### src/rtl/rf_arb_pkg.sv
// Shared constants and FSM encoding for the register-file port arbiter.
// The optional ownership-lock feature is enabled with RF_ARB_LOCK_EN.
package rf_arb_pkg;

    localparam int NREQ_DEF = 4;
    localparam int DW_DEF   = 16;
    localparam int AW_DEF   = 4;

    typedef enum logic {
        ST_IDLE   = 1'b0,
        ST_LOCKED = 1'b1
    } state_e;

    // Pointer width that stays legal for a single requester.
    function automatic int ptr_w(input int n);
        return (n > 1) ? $clog2(n) : 1;
    endfunction

endpackage

### src/rtl/regfile_port_arbiter_rr_pick.sv
// Round-robin picker: first asserted request at or after ptr, wrapping.
// Produces a one-hot grant, its index and an any-request flag.
module rr_pick
    import rf_arb_pkg::*;
#(
    parameter int N = NREQ_DEF,
    localparam int PW = ptr_w(N)
) (
    input  logic [N-1:0]  req_i,
    input  logic [PW-1:0] ptr_i,
    output logic [N-1:0]  gnt_o,
    output logic [PW-1:0] idx_o,
    output logic          any_o
);

    int j;

    always_comb begin
        gnt_o = '0;
        idx_o = '0;
        any_o = 1'b0;
        j     = 0;
        for (int i = 0; i < N; i++) begin
            j = int'(ptr_i) + i;
            if (j >= N) j = j - N;
            if (!any_o && req_i[j]) begin
                any_o    = 1'b1;
                gnt_o[j] = 1'b1;
                idx_o    = PW'(j);
            end
        end
    end

endmodule

### src/rtl/regfile_port_arbiter.sv
// Shares one register-file write port / read mux among NREQ requesters with
// round-robin grant and 1-cycle read responses. Define RF_ARB_LOCK_EN to let
// a requester hold ownership across transactions.
module regfile_port_arbiter
    import rf_arb_pkg::*;
#(
    parameter int NREQ = NREQ_DEF,
    parameter int DW   = DW_DEF,
    parameter int AW   = AW_DEF
) (
    input  logic              clk,
    input  logic              rst_n,
    input  logic [NREQ-1:0]   req_valid,
    input  logic [NREQ-1:0]   req_we,
    input  logic [NREQ-1:0]   req_lock,
    input  logic [NREQ*AW-1:0] req_addr,
    input  logic [NREQ*DW-1:0] req_wdata,
    output logic [NREQ-1:0]   gnt,
    output logic              rf_we,
    output logic [AW-1:0]     rf_waddr,
    output logic [DW-1:0]     rf_wdata,
    output logic [AW-1:0]     rf_raddr,
    input  logic [DW-1:0]     rf_rdata,
    output logic [NREQ-1:0]   rsp_valid,
    output logic [DW-1:0]     rsp_rdata,
    output logic              locked
);

    localparam int PW = ptr_w(NREQ);

    logic [PW-1:0]   ptr_q, ptr_d;
    state_e          state_q, state_d;
    logic [PW-1:0]   own_q, own_d;
    logic [NREQ-1:0] rsp_valid_q, rsp_valid_d;
    logic [DW-1:0]   rsp_rdata_q, rsp_rdata_d;

    logic [NREQ-1:0] pick_gnt;
    logic [PW-1:0]   pick_idx;
    logic            pick_any;
    logic [NREQ-1:0] gnt_c;
    logic [PW-1:0]   sel_idx;
    logic            acc;
    logic            acc_rd;

    rr_pick #(.N(NREQ)) u_pick (
        .req_i (req_valid),
        .ptr_i (ptr_q),
        .gnt_o (pick_gnt),
        .idx_o (pick_idx),
        .any_o (pick_any)
    );

    // Grant is gated by rst_n so nothing is accepted while reset is held.
    always_comb begin
        gnt_c   = '0;
        sel_idx = pick_idx;
`ifdef RF_ARB_LOCK_EN
        if (state_q == ST_LOCKED) begin
            sel_idx        = own_q;
            gnt_c[own_q]   = req_valid[own_q];
        end else begin
            gnt_c = pick_any ? pick_gnt : '0;
        end
`else
        gnt_c = pick_any ? pick_gnt : '0;
`endif
        if (!rst_n) gnt_c = '0;
    end

    assign acc      = |gnt_c;
    assign acc_rd   = acc & ~req_we[sel_idx];
    assign gnt      = gnt_c;
    assign rf_we    = acc & req_we[sel_idx];
    assign rf_waddr = req_addr[sel_idx*AW +: AW];
    assign rf_raddr = req_addr[sel_idx*AW +: AW];
    assign rf_wdata = req_wdata[sel_idx*DW +: DW];

    always_comb begin
        ptr_d = ptr_q;
        if (acc) ptr_d = (sel_idx == PW'(NREQ-1)) ? '0 : sel_idx + 1'b1;
        rsp_valid_d = acc_rd ? gnt_c : '0;
        rsp_rdata_d = acc_rd ? rf_rdata : rsp_rdata_q;
    end

    always_ff @(posedge clk or negedge rst_n) begin
        if (!rst_n) begin
            ptr_q       <= '0;
            state_q     <= ST_IDLE;
            own_q       <= '0;
            rsp_valid_q <= '0;
            rsp_rdata_q <= '0;
        end else begin
            ptr_q       <= ptr_d;
            state_q     <= state_d;
            own_q       <= own_d;
            rsp_valid_q <= rsp_valid_d;
            rsp_rdata_q <= rsp_rdata_d;
        end
    end

`ifdef RF_ARB_LOCK_EN
    always_comb begin
        state_d = state_q;
        own_d   = own_q;
        case (state_q)
            ST_IDLE:   if (acc && req_lock[sel_idx]) begin
                           state_d = ST_LOCKED;
                           own_d   = sel_idx;
                       end
            ST_LOCKED: if (acc && !req_lock[own_q]) state_d = ST_IDLE;
            default:   state_d = ST_IDLE;
        endcase
    end

    always_comb begin
        locked = (state_q == ST_LOCKED);
    end
`else
    logic unused_lock;
    assign unused_lock = ^{req_lock, state_q, own_q};

    always_comb begin
        state_d = ST_IDLE;
        own_d   = '0;
    end

    always_comb begin
        locked = 1'b0;
    end
`endif

    assign rsp_valid = rsp_valid_q;
    assign rsp_rdata = rsp_rdata_q;

endmodule

### config.mk
export PLATFORM = sky130hd
export DESIGN_NAME = regfile_port_arbiter
export DESIGN_NICKNAME = d
export VERILOG_FILES = /design/src/rtl/rf_arb_pkg.sv /design/src/rtl/regfile_port_arbiter_rr_pick.sv /design/src/rtl/regfile_port_arbiter.sv
export SDC_FILE = /design/constraint.sdc
export NUM_CORES = 1
export LEC_CHECK = 0
export CELL_PAD_IN_SITES_DETAIL_PLACEMENT = 1
export CELL_PAD_IN_SITES_GLOBAL_PLACEMENT = 1
export CORE_MARGIN = 2
export CORE_UTILIZATION = 26
export DETAILED_ROUTE_END_ITERATION = 12
export GPL_TIMING_DRIVEN = 0
export PLACE_DENSITY_LB_ADDON = 0.1
export SLEW_MARGIN = 20
export SYNTH_ARGS = -nofsm -noshare
export SYNTH_HDL_FRONTEND = slang
export SYNTH_SLANG_ARGS = --single-unit
export TNS_END_PERCENT = 50
### constraint.sdc
create_clock -name clk -period 11.45 [get_ports clk]
set_input_delay 1.7175 -clock clk [delete_from_list [all_inputs] [get_ports clk]]
set_output_delay 1.7175 -clock clk [all_outputs]
set_load 0.005 [all_outputs]
; ---- Yosys cells after proc, flatten, opt, wreduce, memory -nomap -nowiden
; Cells that the tools add are included.
[word_totals]
register_bits = 22
input_bits = 110
output_inout_bits = 50
[classes]
n_addsub = 8
n_lt_le_gt_ge = 13
eq_ne = 1
n_shift = 2
n_mux = 42
bitwise = 6
reduce_logical = 11
[ops]
columns = operator, n
row1 = >= comparator 32 x 1 -> 1 bit (second input constant), 4
row2 = less-than comparator 32 x 4 -> 1 bit (second input constant), 4
row3 = two-way mux 32 bit, 4
row4 = >= comparator 32 x 4 -> 1 bit (second input constant), 3
row5 = subtractor 32 x 4 -> 32 bit (second input constant), 3
row6 = variable part select 64 x 7 -> 16 bit, 1
row7 = two-way mux 4 bit, 7
row8 = two-way mux 1 bit, 17
row9 = variable part select 16 x 5 -> 4 bit, 1
row10 = OR 4 bit, 3
row11 = binary-select mux 1 bit (select 2 bit), 5
row12 = two-way mux 2 bit, 5
row13 = demux 1 bit (select 2 bit), 4
row14 = logical AND 1 bit, 7
row15 = adder 2 x 2 -> 3 bit (second input constant), 2
row16 = OR reduction 4 bit, 1
row17 = subtractor 2 x 3 -> 4 bit (second input constant), 1
row18 = adder 2 x 1 -> 3 bit (second input constant), 1
row19 = >= comparator 2 x 3 -> 1 bit (second input constant), 1
row20 = zero test 1 bit, 3
row21 = less-than comparator 2 x 3 -> 1 bit (second input constant), 1
row22 = adder 2 x 1 -> 2 bit (second input constant), 1
row23 = AND 1 bit, 2
row24 = == test 2 bit (second input constant), 1
row25 = inverter 1 bit, 1

; ---- Logic depth before layout (Yosys ltp)
; Gate-level depths: netlist of the first run.
[logic_depth]
ltp_word = 20
mapped_depth = 14

; ---- By module
; Synthesis of the first run repeated with hierarchy kept, for this count alone.
[unflattened]
cells_unflattened = 136
hier_area_um2 = 1858.0
[by_module_without_submodules]
columns = module, instances, cells_each, area_per_inst_um2, seq_area_each_um2
row1 = regfile_port_arbiter, 1, 88, 1401.3, 550.5
row2 = rr_pick, 1, 48, 456.7, 0.0

; ---- Worst setup path after synthesis of the first run
; Ideal clock, no wire load.
[synth_timing]
kind = input-to-output
start = in req_valid[2]
end = out rf_waddr[0]
arrival_time_ps = 3856
required_ps = 9733
slack_ps = 5877
cell_stages = 9
n_path_buf = 4
cell_sequence = clkbuf_1 > mux4_2 > nor2b_4 > buf_6 > nor3_1 > a21oi_1 > clkbuf_1 > mux4_2 > buf_4
[synth_between]
elab_chain_cells = 14
word_cells_on_any_way = 26
classes_between = 1 x shift / 19 x mux / 6 x reduce/logical
[synth_rtl]
columns = element, line_no
row1 = "start, declared", regfile_port_arbiter.sv:13  ; input logic [NREQ-1:0] req_valid,
row2 = binary-select mux 1 bit (select 2 bit), regfile_port_arbiter_rr_pick.sv:26  ; if (!any_o && req_i[j]) begin
row3 = two-way mux 1 bit (not written as such) (2 in series), regfile_port_arbiter_rr_pick.sv:26
row4 = two-way mux 1 bit, regfile_port_arbiter_rr_pick.sv:26
row5 = zero test 1 bit, regfile_port_arbiter_rr_pick.sv:26
row6 = logical AND 1 bit, regfile_port_arbiter_rr_pick.sv:26
row7 = two-way mux 1 bit, regfile_port_arbiter_rr_pick.sv:26
row8 = zero test 1 bit, regfile_port_arbiter_rr_pick.sv:26
row9 = logical AND 1 bit, regfile_port_arbiter_rr_pick.sv:26
row10 = two-way mux 1 bit, regfile_port_arbiter_rr_pick.sv:26
row11 = zero test 1 bit, regfile_port_arbiter_rr_pick.sv:26
row12 = logical AND 1 bit, regfile_port_arbiter_rr_pick.sv:26
row13 = two-way mux 2 bit (*), regfile_port_arbiter_rr_pick.sv:26
row14 = variable part select 16 x 5 -> 4 bit (*), n/a
row15 = "end, declared", regfile_port_arbiter.sv:20  ; output logic [AW-1:0] rf_waddr,
; Every way passes the cells marked *; elsewhere a longest branch is shown, timed or not. The select of a mux whose other input is x is not followed.

; ---- Final worst setup path of the first run
[layout_timing]
start = in req_valid[1]
end = out rf_waddr[1]
[layout_between]
elab_chain_cells = 14
word_cells_on_any_way = 26
classes_between = 1 x shift / 19 x mux / 6 x reduce/logical
[layout_rtl]
columns = element, line_no
row1 = binary-select mux 1 bit (select 2 bit), regfile_port_arbiter_rr_pick.sv:26
row2 = two-way mux 1 bit (not written as such) (2 in series), regfile_port_arbiter_rr_pick.sv:26
row3 = two-way mux 1 bit, regfile_port_arbiter_rr_pick.sv:26
row4 = zero test 1 bit, regfile_port_arbiter_rr_pick.sv:26
row5 = logical AND 1 bit, regfile_port_arbiter_rr_pick.sv:26
row6 = two-way mux 1 bit, regfile_port_arbiter_rr_pick.sv:26
row7 = zero test 1 bit, regfile_port_arbiter_rr_pick.sv:26
row8 = logical AND 1 bit, regfile_port_arbiter_rr_pick.sv:26
row9 = two-way mux 1 bit, regfile_port_arbiter_rr_pick.sv:26
row10 = zero test 1 bit, regfile_port_arbiter_rr_pick.sv:26
row11 = logical AND 1 bit, regfile_port_arbiter_rr_pick.sv:26
row12 = two-way mux 2 bit (*), regfile_port_arbiter_rr_pick.sv:26
row13 = variable part select 16 x 5 -> 4 bit (*), regfile_port_arbiter.sv:74  ; assign rf_waddr = req_addr[sel_idx*AW +: AW];
; Marks and branches as above.

==> qor.yml, run 1 <==
floorplanning:
  start_util_pct: 26.53
  die_h_um: 92.11
  dieArea_sq_mm: 0.008483
  die_x_um: 92.11
  core_area_sq_mm: 0.007607
  core.rowCount: 32
  pin_count: 160
routing:
  drc: 0
  dr.pass1.iters: 4
  ant_nets: 0
  via_count: 2078
  drtIter0Drc: 32
  post_drt_wl_per_cell_um: 17.69
  totalWireLength_um: 7587
  routed_via_density: 4.844
synthesis:
  async_flop_share_pct: 100.0
  netlist_top_cells_area: "dfrtp_1 (27%), mux4_2 (25%), mux2_2 (6.1%)"
  synth_top_area_share_pct: 27.28
  ys_types: 43
  yosysWarnings: 0
  ys_seq_area_share_pct: 27.28
  synth_edf_count: 0
  synth_nets: 286
  syn_area_sq_mm: 0.002018
  synth_top_area_cell: "dfrtp_1"
  avgSynthCellArea_sq_um: 11.73
  synth_cells: 172
  synth-main-ff-cell: "dfrtp_1"
  synth_seq_cells: 22
timing:
  rsz0062_at_grt: "false"
  finalCritPeriodShare_pct: 59.55
  setup_ws_ps: 4632
  slew_headroom_pct: 46.58
  slew_violations: 0
  worst_pin_slew_ps: 801.3
  fmax_mhz: 146.7
  fin_skew_ps: 4.274
  setup_tns_ps: 0
  final-hold-violation-count: 0
  fin_crit_ps: 6818
  setup_viol: 0
finish:
  insertedDiodeCount: 0
  filler_cell_count: 835
  syn2layout_area_growth_pct: 83.70
  final_core_util_pct: 48.73
  design_area_sq_mm: 0.003707
  layout-drive-gt1-share_pct: 19.27
  fin_nets: 442
clock_network:
  cts_root_buf: "clkbuf_8"
  cts_tree: "built"
  clk_path_buf_depth: 2
  cts_inserted_buffers: 3
  path_clk_slew_ps: 80
  postCtsHoldBufs: 0
  cts.repair.resized: 0
  post_cts_buffers: 0
  htree_levels: 1
  clock_latency_ps: 260
  clock-sinks: 22
grt:
  grt_pass1_vias: 2215
  grt_pass1_wl_um: 11450
  grt_use_total_pct: 17.20
  grt_max_degree: 24
  grt-ovfl-total: 0
  antenna_found_initial: 0
power_and_ir_drop:
  p_leak_uw: 0.001447
  sequentialPowerShare_pct: 13.3
  switchingPower_uw: 386.3
  power.internal_uw: 646.1
  combPwrFrac_pct: 81.3
  p_per_area_mw_per_mm2: 278.5
  swShare_pct: 37.42
  ir_drop_mv: 0.1005
  p_clk_share_pct: 5.4
run_status:
  run_status: "complete, no violations"
hold_path:
  holdCritPathClass: "reg2reg"
job:
  drv_cap: 0
critical_path:
  cp-end-kind: "output pin"
  worstPathArrival_ps: 5100
  cp-start-kind: "input port"
  critical_path_class: "in2out"
  crit_fanout: 10
  critPathRequiredTime_ps: 9730
place:
  numPortBuffers: 151
  place_congestion: 0.7286
  placed_area_sq_mm: 0.003657
  dpl.hpwl_um: 6461
  preCtsSetupSlack_ps: 4644
[power by group through the flow]
stage          logic, uW  clock network (uW)  registers [uW]
4_1_cts              851                57.3             139
5_1_grt              901                60.6             144
2_1_floorplan        478                   0             141
6_report             839                55.7             138
3_5_place_dp         845                   0             140
3_3_place_gp         836                   0             138
[per-layer routing]
layer	vias to the layer above	share of wire [%]	global-route usage (%)
met5	-	0	0
met4	0	0.58	2.985
met3	2	6.4	4.355
met2	78	54	33.15
met1	1025	39	19.14
li1	973	-	-
[final cells by class]
type / instances / area, sq um / share of cell area, %
Sequential cell: 22 / 550.5 / 14.85
Timing Repair Buffer: 151 / 1506 / 40.63
Clock buffer: 4 / 55.05 / 1.485
Multi-Input combinational cell: 127 / 1324 / 35.71
Inverter: 3 / 11.26 / 0.3037
Buffer: 20 / 132.6 / 3.577
Tap cell: 102 / 127.6 / 3.442
[cells in the final DEF, fill, tap and decap left out, types with 5 or more instances in the layout]
cell               n
mux2_2            11
nand2_1            8
nor2_1            10
mux2i_1            7
dfrtp_1           22
a21oi_1            8
buf_2              5
o21ai_0            7
clkdlybuf4s50_1  150
mux2_4             7
clkbuf_1           6
mux4_2            22
buf_4              5
[sequential cells by signal, summed over array words and instances (netlist names)]
| register | cells |
|---|---|
| rsp_valid | 4 |
| ptr_q | 2 |
| rsp_rdata | 16 |
[final timing paths]
| check | from | endpoint | slack [ps] | cells after the start |
|---|---|---|---|---|
| max | req_valid[1] | rf_waddr[1] | 4630 | 11 |
| min | rsp_rdata[5]$_DFFE_PN0P_ | rsp_rdata[5]$_DFFE_PN0P_ | 510 | 1 |
| max reg2reg | ptr_q[0]$_DFFE_PN0P_ | rsp_rdata[14]$_DFFE_PN0P_ | 7170 | 13 |
| min reg2reg | rsp_rdata[5]$_DFFE_PN0P_ | rsp_rdata[5]$_DFFE_PN0P_ | 510 | 1 |
| max in group asynchronous | rst_n | rsp_rdata[5]$_DFFE_PN0P_ | 9690 | 1 |
| min in group asynchronous | rst_n | rsp_valid[1]$_DFF_PN0_ | 1420 | 1 |
[stage by stage]
| stage | cells | hold WS (ps) | total power, uW |
|---|---|---|---|
| 2_1_floorplan | 172 | 504.1 | 618.8 |
| 3_3_place_gp | 425 | 485.3 | 973.6 |
| 3_5_place_dp | 425 | 493.1 | 985.4 |
| 4_1_cts | 429 | 513.6 | 1047 |
| 5_1_grt | 429 | 524.6 | 1105 |
| 6_report | 429 | 511.5 | 1032 |
[worst max-delay path, cell delays in order]
cell and delay, ps:
clkdlybuf4s50_1 490, buf_6 140, mux2i_1 110, mux2i_1 220, clkbuf_1 390, nor3_1 110
a21oi_1 370, clkbuf_1 510, mux4_2 420, buf_4 150, clkdlybuf4s50_1 450
[cell usage after synthesis (3+ instances only)]
master    instances
nor3_1            3
o31ai_1           3
nand2_1           8
a211oi_1          4
dfrtp_1          22
o21ai_0           7
nor2_1           10
a21oi_1           8
mux2_4            7
buf_4             5
buf_2             4
ha_1              4
inv_1             3
mux4_2           22
buf_6             3
mux2i_1           7
mux2_2           11
clkbuf_1          6
[cell families (layout without fill, tap and decap cells)]
| group | Yosys count | count (layout) | synth area share, % |
|---|---|---|---|
| buf+inv | 23 | 178 | 7.129 |
| fa+ha+maj | 4 | 4 | 2.480 |
| xor+xnor | 1 | 1 | 0.4341 |
| flops | 22 | 22 | 27.28 |
| simple gates | 35 | 35 | 9.238 |
| mux | 47 | 47 | 39.37 |
| compound gates | 39 | 39 | 13.89 |
| other cells | 1 | 1 | 0.1858 |
(Power assumes the default switching activity.)
==> inputs of run 2 (changes only) <==
Settings changed: CORE_UTILIZATION 26 to 21.
Clock period 11.45 ns to 5.76 ns, I/O delays scaled along.
==> run 2 against run 1 <==
  * Power rose by 98%
  * Clock power rose by 94%
  * Final cell count rose by 6.3%
  * Critical path depth rose by 3
  * Sequential share of layout area fell by 0.14 points
  * Utilization fell by 8.4 points
  * Clock skew rose by 1.6 ps
  * Largest power group unchanged
  * Die area rose by 23%
  * Clock-buffer cell count did not move
  * Wire length rose by 4.6%
==> qor.yml, run 2 (same netlist as run 1, synthesis figures left out) <==
finish:
  filler_cell_count: 1056
  design_area_sq_mm: 0.003744
  syn2layout_area_growth_pct: 85.49
  final_cell_mix: "clkdlybuf4s50_1 (150), mux4_2 (22), dfrtp_1 (22)"
  layout-drive-gt1-share_pct: 19.88
  fin_nets: 442
  insertedDiodeCount: 0
  final_common_cell: "clkdlybuf4s50_1"
  largest_reg_flops: 16
floorplanning:
  dieArea_sq_mm: 0.01041
  pin_count: 160
  core_area_sq_mm: 0.009284
  start_util_pct: 21.74
  die_h_um: 102.0
  core.rowCount: 35
  die_x_um: 102.0
grt:
  grt_use_total_pct: 14.44
  grt_pass1_wl_um: 11750
  grt-ovfl-total: 0
  grt_max_degree: 24
  grt_pass1_vias: 2232
  antenna_found_initial: 0
clock_network:
  cts_root_buf: "clkbuf_8"
  cts_tree: "built"
  htree_levels: 1
  clock-sinks: 22
  clock_latency_ps: 260
  path_clk_slew_ps: 80
  clk_path_buf_depth: 2
  cts_inserted_buffers: 3
timing:
  slew_headroom_pct: 45.72
  setup_ws_ps: 281.2
  final-hold-violation-count: 0
  finalCritPeriodShare_pct: 95.12
  fin_crit_ps: 5479
  setup_viol: 0
  rsz0062_at_grt: "false"
  worst_pin_slew_ps: 814.2
  setup_tns_ps: 0
  fmax_mhz: 182.5
  whs_ps: 508.9
  fin_skew_ps: 5.874
  slew_violations: 0
power_and_ir_drop:
  ir_drop_mv: 0.1433
  p_leak_uw: 0.001453
  p_per_area_mw_per_mm2: 546.0
critical_path:
  cp-start-kind: "flop"
  rr_worst_depth: 13
  worst_path_max_delay_cell: "mux4_2"
  critical_path_class: "reg2out"
  worstPathArrival_ps: 4610
  cp_slowest_stage_delay_ps: 620
  crit_fanout: 10
  r2r_slack_ps: 1520
  cp_cell_sequence: "buf_6 > clkbuf_1 > inv_1 > ha_1 > buf_2 > mux4_2 > nor2b_4 > buf_6 > nor3_1 > a21oi_1 > clkbuf_2 > mux4_2 > buf_4 > clkdlybuf4s50_1"
  cp-end-kind: "output pin"
  r2r_start: "ptr_q[0]$_DFFE_PN0P_"
  r2r_end: "rsp_rdata[12]$_DFFE_PN0P_"
  critPathRequiredTime_ps: 4900
routing:
  drc: 0
  post_drt_wl_per_cell_um: 17.40
  totalWireLength_um: 7936
  routed_via_density: 4.570
  dr.pass1.iters: 4
  drtIter0Drc: 56
  ant_nets: 0
  via_count: 2084
run_status:
  run_status: "complete, no violations"
hold_path:
  holdPathStages: 1
  min_to: "rsp_rdata[2]$_DFFE_PN0P_"
  holdCritPathClass: "reg2reg"
  worstHoldStart: "rsp_rdata[2]$_DFFE_PN0P_"
place:
  numPortBuffers: 151
  preCtsSetupSlack_ps: 338.5
  dpl.hpwl_um: 6905
  place_congestion: 0.7720
  placed_area_sq_mm: 0.003691
job:
  drv_cap: 0
## run 2: report_power, final
part,switching [uW],internal [uW],total (uW)
Combinational,669,992,1660
Sequential,42.3,233,276
Clock,46.8,60.8,108
Total,758,1290,2040
## run 2: critical path: cells and delay by family (launching register included)
kind | cells | cell delay (ps)
compound gates | 1 | 420
simple gates | 2 | 190
flops | 1 | 400
buf+inv | 8 | 2020
fa+ha+maj | 1 | 320
mux | 2 | 980
## run 2: metrics by stage
step / util, % / power, uW / instances
after floorplan: - / 1230 / 172
after global placement: 39.76 / 1954 / 452
after detailed placement: 39.76 / 1966 / 452
after CTS: 40.35 / 2085 / 456
after global routing: 40.32 / 2213 / 456
final: 40.32 / 2044 / 456
## run 2: cell type report
class | instances | area, sq um | area share [%]
plain buffers | 20 | 135.1 | 3.610
clock buffers | 4 | 55.05 | 1.471
inverters | 3 | 11.26 | 0.3008
multi-input cells | 127 | 1324 | 35.36
flip-flops and latches | 22 | 550.5 | 14.71
well taps | 129 | 161.4 | 4.312
repair buffers | 151 | 1506 | 40.24
## run 2: timing repair
item	in CTS	in global routing
setup endpoints to repair	0	22
resized for setup	0	4
buffers inserted	0	0
hold buffers	0	0
## run 2: routing by layer
layer | share of wire (%) | wire length (um) | vias to the layer above | GRT usage (%)
met5 | 0 | 0 | - | 0
met2 | 53 | 4167 | 81 | 26.27
li1 | - | - | 975 | -
met1 | 40 | 3144 | 1024 | 17.84
met4 | 0.93 | 74 | 0 | 2.769
met3 | 6.9 | 550 | 4 | 2.804
## run 2: how the worst max path moves through the flow
stage / from / to / slack [ps] / cells past startpoint
after CTS: ptr_q[0]$_DFFE_PN0P_ / rf_waddr[0] / 30 / 14
after global routing: ptr_q[0]$_DFFE_PN0P_ / rf_waddr[1] / 20 / 14
after global placement: ptr_q[0]$_DFFE_PN0P_ / rf_waddr[0] / 330 / 14
after floorplan: ptr_q[0]$_DFFE_PN0P_ / rf_waddr[0] / 1530 / 13
final: ptr_q[0]$_DFFE_PN0P_ / rf_waddr[0] / 280 / 14
after detailed placement: ptr_q[0]$_DFFE_PN0P_ / rf_waddr[0] / 340 / 14
==> inputs of run 3 (changes only) <==
Settings changed: CTS_CLUSTER_DIAMETER set to 60, SKIP_LAST_GASP set to 1.
==> results of run 3 <==
Final layout, timing and power as in run 2 (identical DEF).
